[src/rtl/systolic_pkg.sv]
// Shared types and sizing helpers for the systolic tile controller.
package systolic_pkg;

  typedef enum logic [2:0] {
    IDLE   = 3'd0,
    CLEAR  = 3'd1,
    STREAM = 3'd2,
    DRAIN  = 3'd3,
    DONE   = 3'd4
  } state_e;

  // Zero columns needed after the last real column: skew-buffer output
  // register, N-1 skew stages and N-1 PE hops.
  function automatic int drain_cycles(input int n);
    return 2 * n - 1;
  endfunction

  function automatic int count_width(input int max_val);
    return $clog2(max_val + 1);
  endfunction

endpackage

[src/rtl/systolic_tile_ctrl.sv]
// Tile sequencer for the activation skew buffer and the output-stationary array.
// Optional perf counters (stall_cnt, tile_cycles) under SYSTOLIC_TILE_CTRL_PERF_EN.
module systolic_tile_ctrl
  import systolic_pkg::*;
#(
  parameter int N     = 4,
  parameter int K_MAX = 256,
  parameter int KW    = count_width(K_MAX)
) (
  input  logic          clk,
  input  logic          reset,
  input  logic          start,
  input  logic [KW-1:0] k_len,
  input  logic          abort,
  input  logic          in_valid,
  output logic          in_ready,
  output logic          buf_en,
  output logic          zero_fill,
  output logic          array_en,
  output logic          acc_clear,
  output logic          busy,
  output logic          result_valid,
`ifdef SYSTOLIC_TILE_CTRL_PERF_EN
  output logic [31:0]   stall_cnt,
  output logic [31:0]   tile_cycles,
`endif
  output logic          done
);

  localparam int            DC     = drain_cycles(N);
  localparam int            DW     = count_width(DC);
  localparam logic [KW-1:0] K_SAT  = KW'(K_MAX);
  localparam logic [DW-1:0] D_LAST = DW'(DC - 1);

  state_e        state_q, state_d;
  logic [KW-1:0] k_len_q, k_len_d;
  logic [KW-1:0] k_cnt_q, k_cnt_d;
  logic [DW-1:0] d_cnt_q, d_cnt_d;
  logic          hs_s;

  assign hs_s = (state_q == STREAM) && in_valid;

  // Next-state and counter logic; abort overrides every transition.
  always_comb begin
    state_d = state_q;
    k_len_d = k_len_q;
    k_cnt_d = k_cnt_q;
    d_cnt_d = d_cnt_q;
    if (abort) begin
      state_d = IDLE;
      k_cnt_d = {KW{1'b0}};
      d_cnt_d = {DW{1'b0}};
    end else begin
      case (state_q)
        IDLE: begin
          if (start) begin
            if (k_len == {KW{1'b0}}) begin
              state_d = DONE;
            end else begin
              k_len_d = (k_len > K_SAT) ? K_SAT : k_len;
              state_d = CLEAR;
            end
          end else begin
            state_d = IDLE;
          end
        end
        CLEAR: begin
          k_cnt_d = {KW{1'b0}};
          d_cnt_d = {DW{1'b0}};
          state_d = STREAM;
        end
        STREAM: begin
          if (hs_s) begin
            if (k_cnt_q == k_len_q - KW'(1)) begin
              k_cnt_d = {KW{1'b0}};
              state_d = DRAIN;
            end else begin
              k_cnt_d = k_cnt_q + KW'(1);
            end
          end else begin
            k_cnt_d = k_cnt_q;
          end
        end
        DRAIN: begin
          if (d_cnt_q == D_LAST) begin
            d_cnt_d = {DW{1'b0}};
            state_d = DONE;
          end else begin
            d_cnt_d = d_cnt_q + DW'(1);
          end
        end
        DONE: begin
          state_d = IDLE;
        end
        default: begin
          state_d = IDLE;
          k_cnt_d = {KW{1'b0}};
          d_cnt_d = {DW{1'b0}};
        end
      endcase
    end
  end

  // State and counter registers.
  always_ff @(posedge clk or posedge reset) begin
    if (reset) begin
      state_q <= IDLE;
      k_len_q <= {KW{1'b0}};
      k_cnt_q <= {KW{1'b0}};
      d_cnt_q <= {DW{1'b0}};
    end else begin
      state_q <= state_d;
      k_len_q <= k_len_d;
      k_cnt_q <= k_cnt_d;
      d_cnt_q <= d_cnt_d;
    end
  end

  // Output decode: only registered state and in_valid reach the outputs.
  always_comb begin
    in_ready     = 1'b0;
    buf_en       = 1'b0;
    zero_fill    = 1'b0;
    array_en     = 1'b0;
    acc_clear    = 1'b0;
    result_valid = 1'b0;
    done         = 1'b0;
    busy         = (state_q != IDLE);
    case (state_q)
      CLEAR: begin
        acc_clear = 1'b1;
      end
      STREAM: begin
        in_ready = 1'b1;
        buf_en   = hs_s;
        array_en = hs_s;
      end
      DRAIN: begin
        zero_fill = 1'b1;
        buf_en    = 1'b1;
        array_en  = 1'b1;
      end
      DONE: begin
        result_valid = 1'b1;
        done         = 1'b1;
      end
      default: begin
        in_ready = 1'b0;
      end
    endcase
  end

`ifdef SYSTOLIC_TILE_CTRL_PERF_EN
  logic [31:0] stall_cnt_q, stall_cnt_d;
  logic [31:0] tile_cycles_q, tile_cycles_d;

  // Perf counters restart on an accepted start and freeze while idle.
  always_comb begin
    stall_cnt_d   = stall_cnt_q;
    tile_cycles_d = tile_cycles_q;
    if (state_q == IDLE) begin
      if (start && !abort) begin
        stall_cnt_d   = 32'd0;
        tile_cycles_d = 32'd0;
      end else begin
        tile_cycles_d = tile_cycles_q;
      end
    end else begin
      tile_cycles_d = tile_cycles_q + 32'd1;
      if ((state_q == STREAM) && !in_valid) begin
        stall_cnt_d = stall_cnt_q + 32'd1;
      end else begin
        stall_cnt_d = stall_cnt_q;
      end
    end
  end

  // Perf counter registers.
  always_ff @(posedge clk or posedge reset) begin
    if (reset) begin
      stall_cnt_q   <= 32'd0;
      tile_cycles_q <= 32'd0;
    end else begin
      stall_cnt_q   <= stall_cnt_d;
      tile_cycles_q <= tile_cycles_d;
    end
  end

  assign stall_cnt   = stall_cnt_q;
  assign tile_cycles = tile_cycles_q;
`endif

endmodule

[config.mk]
export PLATFORM = sky130hd
export DESIGN_NAME = systolic_tile_ctrl
export DESIGN_NICKNAME = d
export VERILOG_FILES = /design/src/rtl/systolic_pkg.sv /design/src/rtl/systolic_tile_ctrl.sv
export SDC_FILE = /design/constraint.sdc
export NUM_CORES = 1
export LEC_CHECK = 0
export ABC_AREA = 1
export CAP_MARGIN = 0
export CORE_MARGIN = 2
export CORE_UTILIZATION = 48
export CTS_CLUSTER_DIAMETER = 120
export DETAILED_ROUTE_END_ITERATION = 12
export GPL_ROUTABILITY_DRIVEN = 1
export GPL_TIMING_DRIVEN = 1
export PLACE_DENSITY = 0.76
export SLEW_MARGIN = 25
export SYNTH_ARGS = -nofsm -noshare
export SYNTH_HDL_FRONTEND = slang
export SYNTH_SLANG_ARGS = --single-unit
export TNS_END_PERCENT = 100
[constraint.sdc]
create_clock -name clk -period 1.7 [get_ports clk]
set_input_delay 0.34 -clock clk [delete_from_list [all_inputs] [get_ports clk]]
set_output_delay 0.34 -clock clk [all_outputs]
set_load 0.05 [all_outputs]
Yosys cells after proc, flatten, opt, wreduce, memory -nomap -nowiden. Cells that the tools add are included.

Bits in registers: 24. Bits of input ports: 14. Output and inout port bits: 8.

Mux-type cells: 20. $lt $le $gt $ge: 1. Reductions and logical operators: 9. Equality and inequality tests: 11. Bitwise gates (word level): 2. Add/subtract/negate cells: 3.

Operators by type and width (count): 9-bit two-way mux (4); 3-bit two-way mux (8); 9-bit case mux with 2 select lines (1); 3-bit case mux with 4 select lines (1); 9-bit by 1-bit adder with 9-bit output (second input constant) (1); 9-bit == test (1); 9-bit > comparator (second input constant) (1); 9-bit logical NOT (1); 9-bit by 1-bit subtractor with 9-bit output (second input constant) (1); 3-bit by 2-bit == test with 1-bit output (second input constant) (2); 3-bit == test (second input constant) (2); 3-bit != test (second input constant) (2); 3-bit case mux with 2 select lines (1); 3-bit OR reduction (2); 1-bit two-way mux (4); 2-bit by 1-bit != test with 1-bit output (second input constant) (2); 4-bit AND reduction (1); 3-bit by 1-bit adder with 3-bit output (second input constant) (1); 3-bit by 1-bit == test with 1-bit output (second input constant) (1); 3-bit logical NOT (1); 3-bit by 2-bit != test with 1-bit output (second input constant) (1); 3-bit AND reduction (1); 3-bit nonzero test (1); 1-bit NOT (2); other kinds (3) (3).

Logic depth before layout (Yosys ltp). Gate-level depths: netlist of run 1.

Depth after elaboration: 6. Depth in mapped cells: 15. Depth with buffers taken out: 14.

Least setup slack after synthesis of run 1. OpenSTA, ideal clock, no wires.

Path type: reg2out. From: register state_q[2]. To: output port buf_en. Stages on the path, launching flop included: 5. Buffers on the path: 1. Data required time: 1.360 ns. Setup slack: -0.832 ns. Data arrival time: 2.192 ns. Cells stage by stage: dfrtp_1 nor2_1 nand2_2 o21ai_0 buf_4.

Word-level cells in the longest chain between the ends: 3. Elaborated cells between the ends (all ways): 4.

Ends and longest elaborated chain: start: declaration (line systolic_tile_ctrl.sv:35) `state_e state_q, state_d;`; start signal: assignment (line systolic_tile_ctrl.sv:112) `state_q <= state_d;`; 3-bit by 2-bit == test with 1-bit output; 1-bit logical AND (line systolic_tile_ctrl.sv:41) `assign hs_s = (state_q == STREAM) && in_valid;`; 1-bit case mux with 2 select lines (*); end: declaration (line systolic_tile_ctrl.sv:17) `output logic buf_en,`.

Every way passes the cells marked *; elsewhere a longest branch is shown, timed or not.

Final worst setup path of run 1.
From: register state_q[1]. To: output port buf_en.

Word-level cells in the longest chain between the ends: 3. Elaborated cells between the ends (all ways): 4.

Ends and longest elaborated chain: 3-bit by 2-bit == test with 1-bit output (line systolic_tile_ctrl.sv:41, systolic_tile_ctrl.sv:129); 1-bit logical AND (line systolic_tile_ctrl.sv:41); 1-bit case mux with 2 select lines (*) (line systolic_tile_ctrl.sv:129) `case (state_q)`.

Marks and branches as above.

==> results of run 1 <==
power by group:
| group | switching [mW] | total, mW | internal, mW |
|---|---|---|---|
| Combinational | 1.59 | 2.80 | 1.21 |
| Sequential | 0.202 | 0.935 | 0.733 |
| Clock | 0.168 | 0.251 | 0.0828 |
synth_stat cells, types with 2 or more instances:
| library cell | instances | share of area (%) |
|---|---|---|
| nor3_1 | 5 | 1.5 |
| a21oi_1 | 8 | 2.4 |
| o22ai_1 | 2 | 0.76 |
| nand2_1 | 55 | 13 |
| buf_6 | 2 | 1.4 |
| dfrtp_1 | 24 | 36 |
| inv_2 | 6 | 1.4 |
| nand3_1 | 23 | 7.0 |
| ha_1 | 2 | 1.5 |
| a21oi_2 | 2 | 1.1 |
| o21ai_0 | 17 | 5.2 |
| nand2_2 | 7 | 2.7 |
| inv_1 | 32 | 7.3 |
| nor2_1 | 32 | 7.3 |
| xor2_1 | 3 | 1.6 |
| buf_4 | 3 | 1.4 |
| nor2_2 | 6 | 2.3 |
sequential cells by signal (all words and copies together) (netlist names):
signal / cells
k_len_q: 9
d_cnt_q: 3
k_cnt_q: 9
state_q: 3
routing by layer:
metal | GRT usage, % | part of all wire (%) | vias to the layer above
li1 | - | - | 876
met1 | 27.8 | 44 | 789
met2 | 41.4 | 51 | 41
met3 | 2.70 | 3.9 | 6
met4 | 6.94 | 1.4 | 0
met5 | 0 | 0 | -
final cells by class:
type,count,area (sq um)
multi-input cells,174,985
repair buffers,59,574
clock buffers,3,22.5
flip-flops and latches,24,602
well taps,46,57.6
inverters,38,148
fillers,283,922
cell families (layout without fill, tap and decap cells):
logic type | after synthesis | in the layout | share of synthesized area [%]
xor gates and xnor gates | 4 | 4 | 2.12
and+or+nand+nor | 133 | 134 | 36.3
buffers and inverters | 43 | 100 | 11.4
AOI/OAI and AO/OA | 34 | 34 | 12.3
adders and majority gates | 2 | 2 | 1.52
DFF | 24 | 24 | 36.4
worst min path at each step:
stage	start	to	depth (start not counted)
floorplan	reset	d_cnt_q[0]	1
global placement	d_cnt_q[2]	d_cnt_q[2]	2
detailed placement	d_cnt_q[2]	d_cnt_q[2]	2
CTS	reset	d_cnt_q[1]	3
global route	reset	k_cnt_q[3]	3
finish	reset	d_cnt_q[1]	3
worst register-to-register path: stages, from the launching register on:
cell	delay, ps
dfrtp_1	420
inv_2	80
ha_4	200
nand2_2	60
inv_2	30
nor2_1	70
nand2_1	60
nor2_1	120
nand3_1	100
nor2_2	100
nand2_2	110
nand2_4	130
nand3_1	90
nand2_1	80
what timing repair did:
item	4_1_cts	5_1_grt
setup endpoints to repair	17	22
cloned	1	0
buffers inserted	6	6
resized for setup	21	18
pin swaps	13	15
==> impl_metrics.csv, run 1 <==
group,metric,value,unit
timing,slew_violations,0,
pwr,power.leakage,1.13,nW
timing,fmax,567,MHz
setup_path,rrSetupSlack,-10,ps
detailed_routing,postRouteAntennaNets,0,
detailed_routing,drtPass1Iterations,4,
detailed_routing,routed_wl,4380,um
clocking,cts_buffer_depth,2,
place,placed_area,2150,sq um
setup_path,cp-start-kind,"register",
place,io_buffers,21,
synth,synth_edf_count,0,
timing,setup_viol,6,
setup_path,startpoint,"state_q[1]",
clocking,cts_sinks,24,
synth,ys_types,28,
floorplan,row_count,21,
cells_and_area,final_common_cell,"nand2_1",
clocking,holdBufCountCts,0,
synth,async_reset_ff_share,100,%
setup_path,r2r-end,"state_q[0]",
synth,synth.avg_cell_area,6.88,sq um
global_route,grt-ovfl-total,0,
floorplan,start_util,49.8,%
setup_path,regToRegStartpoint,"k_len_q[1]",
setup_path,worstPathArrival,1420,ps
synth,ys_ff_latch,24,
cells_and_area,drive_gt1_share,33.9,%
clocking,clkTransAtPathRegs,130,ps
synth,synth_fp_nets,256,
detailed_routing,wl_per_cell,12.7,um
global_route,grt_first_pass_wirelength,7280,um
floorplan,num_io_pins,22,
cells_and_area,final_cell_mix,"nand2_1 (52), buf_4 (36), nor2_1 (27)",
setup_path,cpLargestDelayFamily,"flip-flops",
timing,fin_crit_sh,104,%
detailed_routing,drt_first_iter_violations,70,
setup_path,critPathBufInv,2,
floorplan,die_x,62.6,um
place,dp_cells,328,
setup_path,worst_path_max_delay_cell,"dfrtp_1",
setup_path,cp_cell_sequence,"inv_2 > nor2_4 > nand2_4 > o21ai_4 > buf_12",
clocking,cts_tree,"yes",
synth,synth_area,1650,sq um
pwr,power_density,1670,nW/um^2
place,place_ws,-161,ps
cells_and_area,area_delta_synth_final,44.7,%
place,routabilityCongestion,0.942,
worst_hold_path,min_path_type,"in -> async",
synth,synthesis.instances,240,
detailed_routing,avgViaCountPerCell,4.98,
pwr,vdd_drop_max,1490,uV
timing,hold_viol,0,
setup_path,crit_fanout,3,
timing,tightest_slew,305,ps
synth,synth.yosys.seq_area_share,36.4,%
cells_and_area,final_area,2390,sq um
cells_and_area,nets,316,
global_route,grt_antenna_before_repair,0,
clocking,root_buffer,"clkbuf_4",
status,violations,"negative setup slack",
cells_and_area,fin_util,72.1,%
timing,max_slew_margin,79.6,%
pwr,p_total,3.99,mW
global_route,grt_use_total,22.6,%
detailed_routing,via_count,1712,
setup_path,critical_path.max_stage_delay,460,ps
synth,ys.flop_type,"dfrtp_1",
clocking,clk-insertion-delay-late,310,ps
global_route,grt_start_max_net_pins,25,
place,dp_hpwl,3050,um
timing,holdWs,355,ps
floorplan,die_area,3920,sq um
floorplan,die_y,62.6,um
setup_path,worstSetupEndpoint,"buf_en",
detailed_routing,drcViolationCount,0,
status,status,"complete, but fails checks",
timing,rsz0062_at_grt,"true",
floorplan,core-area,3310,sq um
timing,setup_ws,-63.2,ps
setup_path,end_kind,"output pin",
setup_path,cp.required,1360,ps
flow_run,cap_viol_max_count,0,
cells_and_area,fin_cells,344,
clocking,htreeDepth,1,
setup_path,reg2reg_depth,13,
timing,finalSetupTns,-195,ps
synth,ys_warn_count,0,
global_route,grt_pass1_vias,1735,
timing,period_minus_slack,1760,ps
clocking,numCtsBuffers,3,
cells_and_area,diodes,0,
setup_path,path_class,"reg -> out",
setup_path,crit_cells,5,
timing,finClkSkew,2.31,ps
No activity file was read; power rests on OpenSTA's default activity.
==> run 2, diff against run 1 <==
--- a/config.mk
+++ b/config.mk
@@ -14,6 +14,7 @@
 export GPL_ROUTABILITY_DRIVEN = 1
 export GPL_TIMING_DRIVEN = 1
 export PLACE_DENSITY = 0.76
+export SKIP_CTS_REPAIR_TIMING = 1
 export SLEW_MARGIN = 25
 export SYNTH_ARGS = -nofsm -noshare
 export SYNTH_HDL_FRONTEND = slang
==> impl_metrics.csv, run 2 (synthesis gave the netlist of run 1 again) <==
group,metric,value,unit
pwr,power_density,1690,nW/um^2
pwr,vdd_drop_max,1540,uV
detailed_routing,drcViolationCount,0,
detailed_routing,drtPass1Iterations,4,
floorplan,die_x,62.6,um
floorplan,num_io_pins,22,
cells_and_area,fin_util,71.4,%
cells_and_area,area_delta_synth_final,43.1,%
cells_and_area,reg_top3,"k_cnt_q: 9 flops, k_len_q: 9 flops",
detailed_routing,routed_wl,4260,um
setup_path,cp-start-kind,"register",
setup_path,reg2reg_depth,13,
cells_and_area,final_cell_mix,"nand2_1 (52), buf_4 (33), nor2_1 (26)",
setup_path,worstSetupEndpoint,"buf_en",
global_route,grt_start_max_net_pins,25,
clocking,htreeDepth,1,
timing,fmax,545,MHz
floorplan,die_y,62.6,um
detailed_routing,postRouteAntennaNets,0,
timing,period_minus_slack,1830,ps
clocking,clkTransAtPathRegs,130,ps
place,dp_hpwl,3050,um
setup_path,worstPathArrival,1490,ps
timing,setup_viol,7,
detailed_routing,via_count,1680,
cells_and_area,final_common_cell,"nand2_1",
global_route,grt_first_pass_wirelength,6810,um
timing,holdWs,355,ps
clocking,cts_buffer_depth,2,
floorplan,die_area,3920,sq um
status,violations,"negative setup slack",
clocking,root_buffer,"clkbuf_4",
detailed_routing,drt_first_iter_violations,84,
setup_path,r2r-end,"state_q[2]",
timing,setup_ws,-133,ps
floorplan,row_count,21,
setup_path,crit_fanout,3,
global_route,grt_antenna_before_repair,0,
timing,fin_crit_sh,108,%
clocking,clk-insertion-delay-late,310,ps
clocking,numCtsBuffers,3,
global_route,grt-ovfl-total,0,
cells_and_area,nets,311,
floorplan,core-area,3310,sq um
setup_path,regToRegStartpoint,"k_len_q[1]",
status,status,"complete, but fails checks",
place,placed_area,2150,sq um
setup_path,cp.required,1360,ps
setup_path,rrSetupSlack,-40,ps
worst_hold_path,min_path_type,"in -> async",
clocking,cts_tree,"yes",
floorplan,start_util,49.8,%
setup_path,startpoint,"state_q[1]",
detailed_routing,avgViaCountPerCell,4.96,
global_route,grt_pass1_vias,1634,
timing,hold_viol,0,
flow_run,cap_viol_max_count,0,
cells_and_area,drive_gt1_share,34.1,%
cells_and_area,final_area,2360,sq um
place,io_buffers,21,
setup_path,path_class,"reg -> out",
cells_and_area,multiInputGateArea,1010,sq um
timing,max_slew_margin,78.4,%
cells_and_area,diodes,0,
timing,slew_violations,0,
clocking,cts_sinks,24,
timing,tightest_slew,321,ps
cells_and_area,seqCellArea,602,sq um
place,routabilityCongestion,0.942,
detailed_routing,wl_per_cell,12.6,um
pwr,power.leakage,1.11,nW
global_route,grt_use_total,21.1,%
timing,finClkSkew,3.35,ps
cells_and_area,n_fill_cell,281,
timing,rsz0062_at_grt,"true",
setup_path,end_kind,"output pin",
[run 2: cell count changes in the layout (fill, tap and decap cells not counted), sizes merged]
| cell | delta |
|---|---|
| buf | -5 |
[run 2: per-stage QoR]
stage,instances,worst slack (ps),TNS [ps],total power [mW]
2_1_floorplan,240,-283,-283,2.45
3_3_place_gp,328,-119,-709,3.18
3_5_place_dp,328,-161,-1660,3.23
4_1_cts,331,-160,-1440,3.49
5_1_grt,339,-175,-1730,4.29
6_report,339,-133,-399,3.98
[run 2: per-layer routing]
| metal | share of wire, % | wire length [um] | track usage, % |
|---|---|---|---|
| met5 | 0 | 0 | 0 |
| met4 | 1.8 | 77 | 5.56 |
| met3 | 3.0 | 126 | 2.52 |
| met2 | 51 | 2170 | 37.6 |
| met1 | 44 | 1890 | 27.1 |
[run 2: final cells by class]
class | instances | share of cell area (%)
Tap cell | 46 | 2.44
Clock buffer | 3 | 0.953
Multi-Input combinational cell | 174 | 42.7
Inverter | 38 | 6.04
Sequential cell | 24 | 25.5
Timing Repair Buffer | 54 | 22.4
[run 2: worst min path at each step]
stage	startpoint	to	slack, ps	depth (start not counted)
floorplan	reset	d_cnt_q[0]	350	1
global placement	d_cnt_q[2]	d_cnt_q[2]	530	2
detailed placement	d_cnt_q[2]	d_cnt_q[2]	540	2
CTS	reset	d_cnt_q[1]	360	3
global route	reset	k_cnt_q[3]	370	3
finish	reset	d_cnt_q[1]	350	3
[run 2: critical path, cell delays in order, from the launching register on]
cell     delay [ps]
dfrtp_1         470
inv_2           100
nor3_4          220
inv_1           120
o21ai_4         110
buf_12          170
[run 2: where the power goes]
group	internal [mW]	leakage, nW	switching (mW)
registers	0.733	0.319	0.218
logic	1.19	0.780	1.60
clock network	0.0827	0.0138	0.164
total	2.00	1.11	1.98
